[src/rtl/if_ctrl.sv]
// ---------------------------------------------------------------------------
// if_ctrl: instruction-fetch controller, one outstanding imem request, 1-entry
// IF/ID slot. Optional macro MISALIGN_TRAP_EN traps misaligned redirects.
// Rev 1.0
// ---------------------------------------------------------------------------
`default_nettype none

module if_ctrl #(
  parameter logic [31:0] RESET_PC  = 32'h0000_0000,
  parameter logic [31:0] TRAP_VEC  = 32'h0000_0100,
  parameter logic [31:0] NOP_INSTR = 32'h0000_0013
) (
  input  logic        clk,
  input  logic        rst_n,
  input  logic        jump_en_i,
  input  logic [31:0] jump_addr_i,
  input  logic        stall_i,
  output logic        imem_req_o,
  output logic [31:0] imem_addr_o,
  input  logic        imem_gnt_i,
  input  logic        imem_rvalid_i,
  input  logic [31:0] imem_rdata_i,
  output logic [31:0] instr_o,
  output logic [31:0] instr_addr_o,
  output logic        instr_valid_o,
  output logic        flush_o,
  output logic        trap_o
);

  typedef enum logic [1:0] {
    IDLE = 2'd0,
    REQ  = 2'd1,
    WAIT = 2'd2
  } state_t;

  state_t      state_q;
  logic [31:0] pc_q;
  logic        req_q;
  logic [31:0] addr_q;
  logic [31:0] instr_q;
  logic [31:0] instr_addr_q;
  logic        instr_valid_q;
  logic        flush_q;
  logic        stale_q;

  logic        slot_free;
  logic        rsp_accept;
  logic        redirect_trap;
  logic [31:0] redirect_pc;

  always_comb begin
    slot_free  = !instr_valid_q || !stall_i;
    rsp_accept = (state_q == WAIT) && imem_rvalid_i && !stale_q;
`ifdef MISALIGN_TRAP_EN
    redirect_trap = jump_en_i && (jump_addr_i[1:0] != 2'b00);
    redirect_pc   = redirect_trap ? TRAP_VEC : jump_addr_i;
`else
    redirect_trap = 1'b0;
    redirect_pc   = jump_addr_i & 32'hFFFF_FFFC;
`endif
  end

  always_ff @(posedge clk or negedge rst_n) begin
    if (!rst_n) begin
      state_q       <= IDLE;
      pc_q          <= RESET_PC;
      req_q         <= 1'b0;
      addr_q        <= RESET_PC;
      instr_q       <= NOP_INSTR;
      instr_addr_q  <= 32'h0;
      instr_valid_q <= 1'b0;
      flush_q       <= 1'b0;
      stale_q       <= 1'b0;
    end else begin
      flush_q <= jump_en_i;
      if (jump_en_i) begin
        // Redirect beats stall, grant and rvalid; anything in flight goes stale.
        instr_q       <= NOP_INSTR;
        instr_valid_q <= 1'b0;
        pc_q          <= redirect_pc;
        case (state_q)
          IDLE: begin
            state_q <= REQ;
            req_q   <= 1'b1;
            addr_q  <= redirect_pc;
          end
          REQ: begin
            if (imem_gnt_i) begin
              state_q <= WAIT;
              req_q   <= 1'b0;
              stale_q <= 1'b1;
            end else begin
              addr_q  <= redirect_pc;
            end
          end
          WAIT: begin
            if (imem_rvalid_i) begin
              state_q <= REQ;
              req_q   <= 1'b1;
              addr_q  <= redirect_pc;
              stale_q <= 1'b0;
            end else begin
              stale_q <= 1'b1;
            end
          end
          default: begin
            state_q <= IDLE;
            req_q   <= 1'b0;
          end
        endcase
      end else begin
        // The slot is always empty when a live response returns, so it never overflows.
        if (rsp_accept) begin
          instr_q       <= imem_rdata_i;
          instr_addr_q  <= pc_q - 32'd4;
          instr_valid_q <= 1'b1;
        end else if (!stall_i) begin
          instr_valid_q <= 1'b0;
        end
        case (state_q)
          IDLE: begin
            if (slot_free) begin
              state_q <= REQ;
              req_q   <= 1'b1;
              addr_q  <= pc_q;
            end
          end
          REQ: begin
            if (imem_gnt_i) begin
              state_q <= WAIT;
              req_q   <= 1'b0;
              pc_q    <= pc_q + 32'd4;
            end
          end
          WAIT: begin
            if (imem_rvalid_i) begin
              stale_q <= 1'b0;
              if (stale_q) begin
                state_q <= REQ;
                req_q   <= 1'b1;
                addr_q  <= pc_q;
              end else begin
                state_q <= IDLE;
              end
            end
          end
          default: begin
            state_q <= IDLE;
            req_q   <= 1'b0;
          end
        endcase
      end
    end
  end

`ifdef MISALIGN_TRAP_EN
  logic trap_q;

  always_ff @(posedge clk or negedge rst_n) begin
    if (!rst_n) begin
      trap_q <= 1'b0;
    end else begin
      trap_q <= redirect_trap;
    end
  end

  assign trap_o = trap_q;
`else
  assign trap_o = 1'b0;
`endif

  assign imem_req_o    = req_q;
  assign imem_addr_o   = addr_q;
  assign instr_o       = instr_q;
  assign instr_addr_o  = instr_addr_q;
  assign instr_valid_o = instr_valid_q;
  assign flush_o       = flush_q;

endmodule

`default_nettype wire
[config.mk]
export PLATFORM = sky130hd
export DESIGN_NAME = if_ctrl
export DESIGN_NICKNAME = d
export VERILOG_FILES = /design/src/rtl/if_ctrl.sv
export SDC_FILE = /design/constraint.sdc
export NUM_CORES = 1
export LEC_CHECK = 0
export ABC_CLOCK_PERIOD_IN_PS = 5730
export CELL_PAD_IN_SITES_DETAIL_PLACEMENT = 0
export CELL_PAD_IN_SITES_GLOBAL_PLACEMENT = 2
export CORE_MARGIN = 2
export CORE_UTILIZATION = 31
export DETAILED_ROUTE_END_ITERATION = 10
export GPL_TIMING_DRIVEN = 0
export PLACE_DENSITY = 0.92
export SKIP_CTS_REPAIR_TIMING = 1
export SLEW_MARGIN = 20
export SYNTH_ARGS = -nofsm -noshare
export SYNTH_HDL_FRONTEND = slang
export SYNTH_SLANG_ARGS = --single-unit
[constraint.sdc]
create_clock -name clk -period 5.73 [get_ports clk]
set_input_delay 0.8595 -clock clk [delete_from_list [all_inputs] [get_ports clk]]
set_output_delay 0.8595 -clock clk [all_outputs]
set_load 0.01 [all_outputs]
# Word-level counts from Yosys, hierarchy flattened
# Cells that the tools add are included.
# classes
n_eq_ne,8
n_bitwise,1
n_reduce_logical,21
add_sub_neg,2
muxes,38
# ops
op,n
2-to-1 mux 32 bit,11
case mux 32 bit (3 select lines),1
case mux 32 bit (2 select lines),1
adder 32 x 3 -> 32 bit (second input constant),1
subtractor 32 x 3 -> 32 bit (second input constant),1
2-to-1 mux 1 bit,15
inequality test 3 bit (second input constant),4
case mux 2 bit (3 select lines),2
nonzero test 2 bit,6
2-to-1 mux 2 bit,5
case mux 1 bit (3 select lines),2
AND reduction 2 bit,3
AND reduction 6 bit,1
nonzero test 3 bit,2
AND reduction 4 bit,1
zero test 1 bit,3
inequality test 3 x 2 -> 1 bit (second input constant),1
AND reduction 3 bit,1
== test 2 x 1 -> 1 bit (second input constant),1
== test 2 bit (second input constant),1
logical AND 1 bit,2
zero test 2 bit,1
inequality test 2 bit (second input constant),1
case mux 1 bit (2 select lines),1
2 further kinds,2
# word_totals
elab_cells,79
register_bits,134
in_bits,70

# Depth between registers and ports, before layout
# Gate-level depths: netlist of the first run.
# depth
depth_word,5
ltp_mapped,9
ltp_nobuf,8

# Worst setup path after synthesis of the first run
# No wires, ideal clock.
# synth_path
path_type,input to register
start,input imem_gnt_i
end,register pc_q[31]
setup_ps,83
t_arrival_ps,2230
slack_ps,3418
n_path_buf,1
required_time_ps,5647
stages,7
cell_sequence,and3b_1 > buf_2 > nand3_1 > nor4_1 > nand4_1 > xor2_1 > o21ai_0
# synth_between
elab_chain_len,2
# synth_lines
item,line,text
start: declaration,20,"input logic imem_gnt_i,"
nonzero test 2 bit (no source line),-,
AND reduction 2 bit (no source line),-,
end signal: assignment,80,pc_q <= redirect_pc;
end signal: assignment,132,pc_q <= pc_q + 32'd4;
end: declaration,37,logic [31:0] pc_q;
# Every way passes these cells.
# A chain may end at the register's enable or synchronous reset.

# Final worst setup path of the first run
# Ends and elaborated chain as after synthesis.

==> results of run 1 <==
through the flow:
step	utilization	hold WS (ps)	TNS, ps	setup WS [ps]
CTS	0.458	325	0	2800
global route	0.458	343	0	2570
detailed placement	0.425	470	0	2360
finish	0.458	320	0	2790
floorplan	-	516	0	3420
global placement	0.423	464	-206070	-1650
placed cells by master (no fill, tap or decap), types with 3 or more instances in the layout:
cell,netlist,final
clkinvlp_4,0,4
clkbuf_1,35,35
buf_1,4,4
and4_1,3,3
nand2b_1,4,4
conb_1,1,3
bufinv_16,0,4
o21ai_0,87,87
xnor2_1,25,25
buf_4,4,4
xor2_1,30,30
dfrtp_1,126,126
nor3_1,9,9
a31oi_1,5,5
nand2_1,105,105
o21ai_1,3,3
clkinv_4,0,3
clkbuf_16,0,17
a22o_1,29,29
nand3_1,9,9
inv_6,0,3
a21oi_1,3,3
nor2_1,23,23
or4_1,4,4
inv_1,6,6
dfstp_2,3,3
o22a_1,4,4
nand4_1,10,10
or3_1,5,5
buf_2,9,9
a21boi_0,30,30
nor4_1,6,6
clkdlybuf4s50_1,0,163
and3_1,4,4
cell type report:
type	instances	area (um^2)
repair buffers	165	1670
clock buffers	17	425
inverters	6	22.5
well taps	260	325
flip-flops and latches	129	3230
plain buffers	55	249
clock inverters	15	208
multi-input cells	422	2520
fillers	1844	10200
worst paths after layout:
check | startpoint | end | slack, ps | depth (start not counted)
setup / recovery | imem_gnt_i | pc_q[31] | 2790 | 8
hold / removal | rst_n | imem_addr_o[16] | 320 | 1
setup reg to reg | state_q[1] | pc_q[31] | 3130 | 8
hold reg to reg | imem_addr_o[12] | imem_addr_o[12] | 480 | 2
max in group asynchronous | rst_n | instr_o[4] | 4620 | 2
min in group clk | imem_addr_o[12] | imem_addr_o[12] | 480 | 2
cell families after synthesis:
group / count (synthesis) / synth area share
AND/OR/NAND/NOR: 194 / 0.156
XOR/XNOR: 55 / 0.0800
other: 1 / 0.000623
buffers and inverters: 61 / 0.0451
multiplexers: 1 / 0.00166
AO/OA/AOI/OAI: 167 / 0.175
flip-flops: 129 / 0.537
adder cells (fa/ha/maj): 2 / 0.00416
power by group through the flow:
stage	Sequential, mW	Clock (mW)	Combinational (mW)
after floorplan	1.35	0	0.376
after global placement	1.29	0	1.03
after detailed placement	1.29	0	1.05
after CTS	1.28	1.19	1.05
after global routing	1.31	1.23	1.14
final	1.28	1.17	1.04
critical path, delay by kind of cell:
kind | cells | cell delay, ps
xor gates and xnor gates | 1 | 190
buffers and inverters | 2 | 700
AOI/OAI and AO/OA | 1 | 150
and+or+nand+nor | 4 | 1390
routing by layer:
layer  track usage  vias to the layer above  part of all wire
met2         0.278                      162              0.46
met5             0                        -                 0
li1              -                     2485                 -
met4        0.0480                        0             0.013
met1         0.254                     2476              0.47
met3        0.0377                       19             0.054
flip-flops by register name (all words and copies together) (netlist names):
signal,count
pc_q,30
imem_addr_o,31
instr_valid_o,1
state_q,2
flush_o,1
imem_req_o,1
instr_o,32
stale_q,1
instr_addr_o,30
==> impl_metrics.env, run 1 <==
export IMPL_numCtsBuffers=17
export IMPL_drv_cap=0
export IMPL_cp_required_ps=6080
export IMPL_die_h_um=143
export IMPL_pwr_share_seq=0.367
export IMPL_layout_min_cycle_time_ps=2940
export IMPL_status="finished, final reports clean"
export IMPL_slew_limit_headroom=0.341
export IMPL_gp_congestion=0.788
export IMPL_grt_overflow=0
export IMPL_drv_slew=0
export IMPL_ys_warn_count=0
export IMPL_slowest_delay_ps=790
export IMPL_synthTopCellsByCount="dfrtp_1 (126), nand2_1 (105), o21ai_0 (87)"
export IMPL_p_clk_frac=0.335
export IMPL_drt_iter0_markers=300
export IMPL_core_area_um2=18900
export IMPL_switchingPower_mw=1.10
export IMPL_dieArea_um2=20500
export IMPL_diodes=0
export IMPL_grt_pass1_wl_mm=28.2
export IMPL_numPortBuffers=164
export IMPL_areaGrowthSynthToFinish_pct=43.9
export IMPL_irDropWorstVdd_v=0.000209
export IMPL_clockRootBuffer="clkbuf_16"
export IMPL_insertion_delay_ps=430
export IMPL_combPwrFrac=0.298
export IMPL_fp_dieW_um=143
export IMPL_yosys_area_top_type_share=0.524
export IMPL_wire_per_inst_um=16.8
export IMPL_syn_area_um2=6020
export IMPL_grt_pass1_vias=5100
export IMPL_cts_tree="done"
export IMPL_wl_mm=17.9
export IMPL_htreeDepth=4
export IMPL_grt_usage=0.179
export IMPL_vias_per_cell=4.81
export IMPL_cp_end_kind="flip-flop"
export IMPL_skew_ps=13.5
export IMPL_path_cells="clkdlybuf4s50_1 > and3b_1 > buf_2 > nand3_1 > nor4_1 > nand4_1 > xor2_1 > o21ai_0"
export IMPL_min_path_type="in -> async"
export IMPL_ant_nets=0
export IMPL_hold_violations=0
export IMPL_post_synth_top_count_cell="dfrtp_1"
export IMPL_ios=170
export IMPL_synth_edf_count=0
export IMPL_drive_gt1_frac=0.0717
export IMPL_fmax_ghz=0.340
export IMPL_vias=5142
export IMPL_leakage_nw=3.51
export IMPL_crit_arrival_ps=3290
export IMPL_synth_top_flop_cell="dfrtp_1"
export IMPL_ys_async_sr_fraction=1.00
export IMPL_cts_buffer_depth=2
export IMPL_setup_viol=0
export IMPL_yosys_top_cells_area="dfrtp_1 (52%), o21ai_0 (7.2%), nand2_1 (6.5%), xor2_1 (4.4%), a22o_1 (4.2%)"
export IMPL_power_mw=3.48
export IMPL_stdcell_area_um2=8660
export IMPL_slowest_stage="nor4_1"
export IMPL_max_slew_worst_pin_slew_ps=979
export IMPL_initial_core_util=0.319
export IMPL_synthDistinctLibCells=46
export IMPL_finalCritPeriodShare=0.514
export IMPL_grt_setup_unrepaired="false"
export IMPL_avgSynthCellArea_um2=9.87
export IMPL_rows=50
export IMPL_yosysSeqAreaShare=0.537
export IMPL_post_place_cells=1037
export IMPL_syn_inst=610
export IMPL_p_int_mw=2.38
export IMPL_dpl_cell_area_um2=8030
export IMPL_power_density_nw_per_um2=402
export IMPL_path_max_fanout=8
export IMPL_antenna_found_initial=0
export IMPL_path_class="in -> reg"
export IMPL_numClockSinks=129
export IMPL_yosysTopAreaCell="dfrtp_1"
export IMPL_synth_seq_cells=129
export IMPL_fin_cells=1069
export IMPL_grt_max_degree=87
export IMPL_drt_pass1_iter_count=5
export IMPL_layout_nets=868
export IMPL_clk_pin_slew_ps=60
export IMPL_p_sw_frac=0.317
export IMPL_crit_path_start_kind="primary input"
export IMPL_dp_final_hpwl_mm=12.6
export IMPL_remaining_drc_errors=0
(Power assumes the default switching activity.)
==> run 2, diff against run 1 <==
--- a/config.mk
+++ b/config.mk
@@ -5,14 +5,14 @@
 export SDC_FILE = /design/constraint.sdc
 export NUM_CORES = 1
 export LEC_CHECK = 0
-export ABC_CLOCK_PERIOD_IN_PS = 5730
+export ABC_CLOCK_PERIOD_IN_PS = 2900
 export CELL_PAD_IN_SITES_DETAIL_PLACEMENT = 0
 export CELL_PAD_IN_SITES_GLOBAL_PLACEMENT = 2
 export CORE_MARGIN = 2
-export CORE_UTILIZATION = 31
+export CORE_UTILIZATION = 29
 export DETAILED_ROUTE_END_ITERATION = 10
 export GPL_TIMING_DRIVEN = 0
-export PLACE_DENSITY = 0.92
+export PLACE_DENSITY = 0.87
 export SKIP_CTS_REPAIR_TIMING = 1
 export SLEW_MARGIN = 20
 export SYNTH_ARGS = -nofsm -noshare
==> constraint.sdc (replaced) <==
create_clock -name clk -period 2.9 [get_ports clk]
set_input_delay 0.435 -clock clk [delete_from_list [all_inputs] [get_ports clk]]
set_output_delay 0.435 -clock clk [all_outputs]
set_load 0.01 [all_outputs]
==> run 2 against run 1 <==
Clock power increased by 97%. Non-clock buffer count rose by 1. Cell count grew 1.0%. Register-to-register slack got worse by 2900 ps. Largest cell class unchanged. Die area rose by 6.7%. Global-route usage decreased by 0.88 points. First-iteration DRC count fell by 9.3%. Critical endpoint unchanged. Largest power group unchanged. Worst setup slack lost 2500 ps. Critical path depth unchanged. Highest routed layer unchanged. Worst hold slack gained 160 ps. Total power is 98% higher. Sequential cell count unchanged.
==> impl_metrics.env, run 2 (synthesized netlist as in run 1, its figures left out) <==
export IMPL_final_util=0.428
export IMPL_drive_gt1_frac=0.0716
export IMPL_grt_max_degree=91
export IMPL_fmax_ghz=0.377
export IMPL_leakage_nw=3.52
export IMPL_cp_required_ps=3240
export IMPL_fp_dieW_um=148
export IMPL_largest_reg_flops=32
export IMPL_areaGrowthSynthToFinish_pct=44.3
export IMPL_finalCritPeriodShare=0.914
export IMPL_ant_nets=0
export IMPL_dp_final_hpwl_mm=13.0
export IMPL_grt_pass1_vias=5201
export IMPL_skew_ps=10.7
export IMPL_dieArea_um2=21900
export IMPL_drt_pass1_iter_count=4
export IMPL_layout_min_cycle_time_ps=2650
export IMPL_vias_per_cell=4.75
export IMPL_place_ws_ps=-38.9
export IMPL_final_cell_mix="clkdlybuf4s50_1 (163), dfrtp_1 (126), nand2_1 (105), o21ai_0 (87), clkbuf_1 (35)"
export IMPL_final_common_cell="clkdlybuf4s50_1"
export IMPL_clk_pin_slew_ps=60
export IMPL_insertion_delay_ps=420
export IMPL_clockRootBuffer="clkbuf_16"
export IMPL_path_class="reg -> reg"
export IMPL_power_density_nw_per_um2=791
export IMPL_grt_overflow=0
export IMPL_min_path_type="in -> async"
export IMPL_layout_nets=869
export IMPL_rows=52
export IMPL_grt_setup_unrepaired="false"
export IMPL_path_max_fanout=9
export IMPL_status="finished, final reports clean"
export IMPL_hold_violations=0
export IMPL_cts_tree="done"
export IMPL_diodes=0
export IMPL_crit_arrival_ps=3000
export IMPL_slew_limit_headroom=0.316
export IMPL_drv_slew=0
export IMPL_initial_core_util=0.297
export IMPL_core_area_um2=20300
export IMPL_antenna_found_initial=0
export IMPL_numCtsBuffers=17
export IMPL_cts_buffer_depth=2
export IMPL_cp_end_kind="flip-flop"
export IMPL_htreeDepth=4
export IMPL_fillCellCount=2032
export IMPL_die_h_um=148
export IMPL_vias=5135
export IMPL_wire_per_inst_um=16.9
export IMPL_ios=170
export IMPL_setup_ws_ps=249
export IMPL_gp_congestion=0.766
export IMPL_numPortBuffers=164
export IMPL_grt_usage=0.170
export IMPL_irDropWorstVdd_v=0.000416
export IMPL_max_slew_worst_pin_slew_ps=1020
export IMPL_drv_cap=0
export IMPL_wl_mm=18.3
export IMPL_crit_path_start_kind="flip-flop"
export IMPL_drt_iter0_markers=272
export IMPL_remaining_drc_errors=0
export IMPL_setup_viol=0
export IMPL_grt_pass1_wl_mm=28.9
export IMPL_numClockSinks=129
## run 2: per-stage QoR
step	total power, mW	setup TNS [ps]	instance area, um^2	instances	hold WS [ps]
final	6.87	0	8690	1080	478
after global routing	7.26	0	8690	1080	496
after CTS	6.97	0	8680	1079	-110
after detailed placement	4.62	-38.9	8040	1047	337
after global placement	4.59	-516010	8010	1046	462
after floorplan	3.40	0	6030	612	139
## run 2: where the power goes
part,switching (mW),internal (mW)
Sequential,0.289,2.23
Combinational,1.02,1.02
Clock,0.865,1.45
## run 2: path summary, 6_finish.rpt
| path | depth (start not counted) | from | to | slack (ps) |
|---|---|---|---|---|
| min reg2reg | 2 | imem_addr_o[12] | imem_addr_o[12] | 480 |
| min | 2 | rst_n | imem_addr_o[5] | 480 |
| max | 8 | state_q[1] | pc_q[31] | 250 |
| max in group asynchronous | 3 | rst_n | instr_addr_o[9] | 1650 |
| max reg2reg | 8 | state_q[1] | pc_q[31] | 250 |
| min in group clk | 2 | imem_addr_o[12] | imem_addr_o[12] | 480 |
## run 2: cell type report
class                           count  area, um^2  share of cell area
Clock buffer                       17         425              0.0490
Multi-Input combinational cell    422        2520               0.291
Clock inverter                     15         211              0.0243
Sequential cell                   129        3230               0.372
Inverter                            6        22.5             0.00259
Tap cell                          270         338              0.0389
Buffer                             55         249              0.0287
Timing Repair Buffer              166        1680               0.194
## run 2: per-layer routing
layer / track usage / part of all wire / up-vias
li1: - / - / 2490
met1: 0.239 / 0.47 / 2487
met2: 0.266 / 0.46 / 149
met3: 0.0399 / 0.063 / 9
met4: 0.0424 / 0.0066 / 0
met5: 0 / 0 / -
## run 2: critical path, cell delays in order, from the launching register on
cell      delay [ps]
dfrtp_1          360
clkbuf_1         190
and3b_1          250
buf_2            200
nand3_1          210
nor4_1           830
nand4_1          230
xor2_1           190
o21ai_0          130
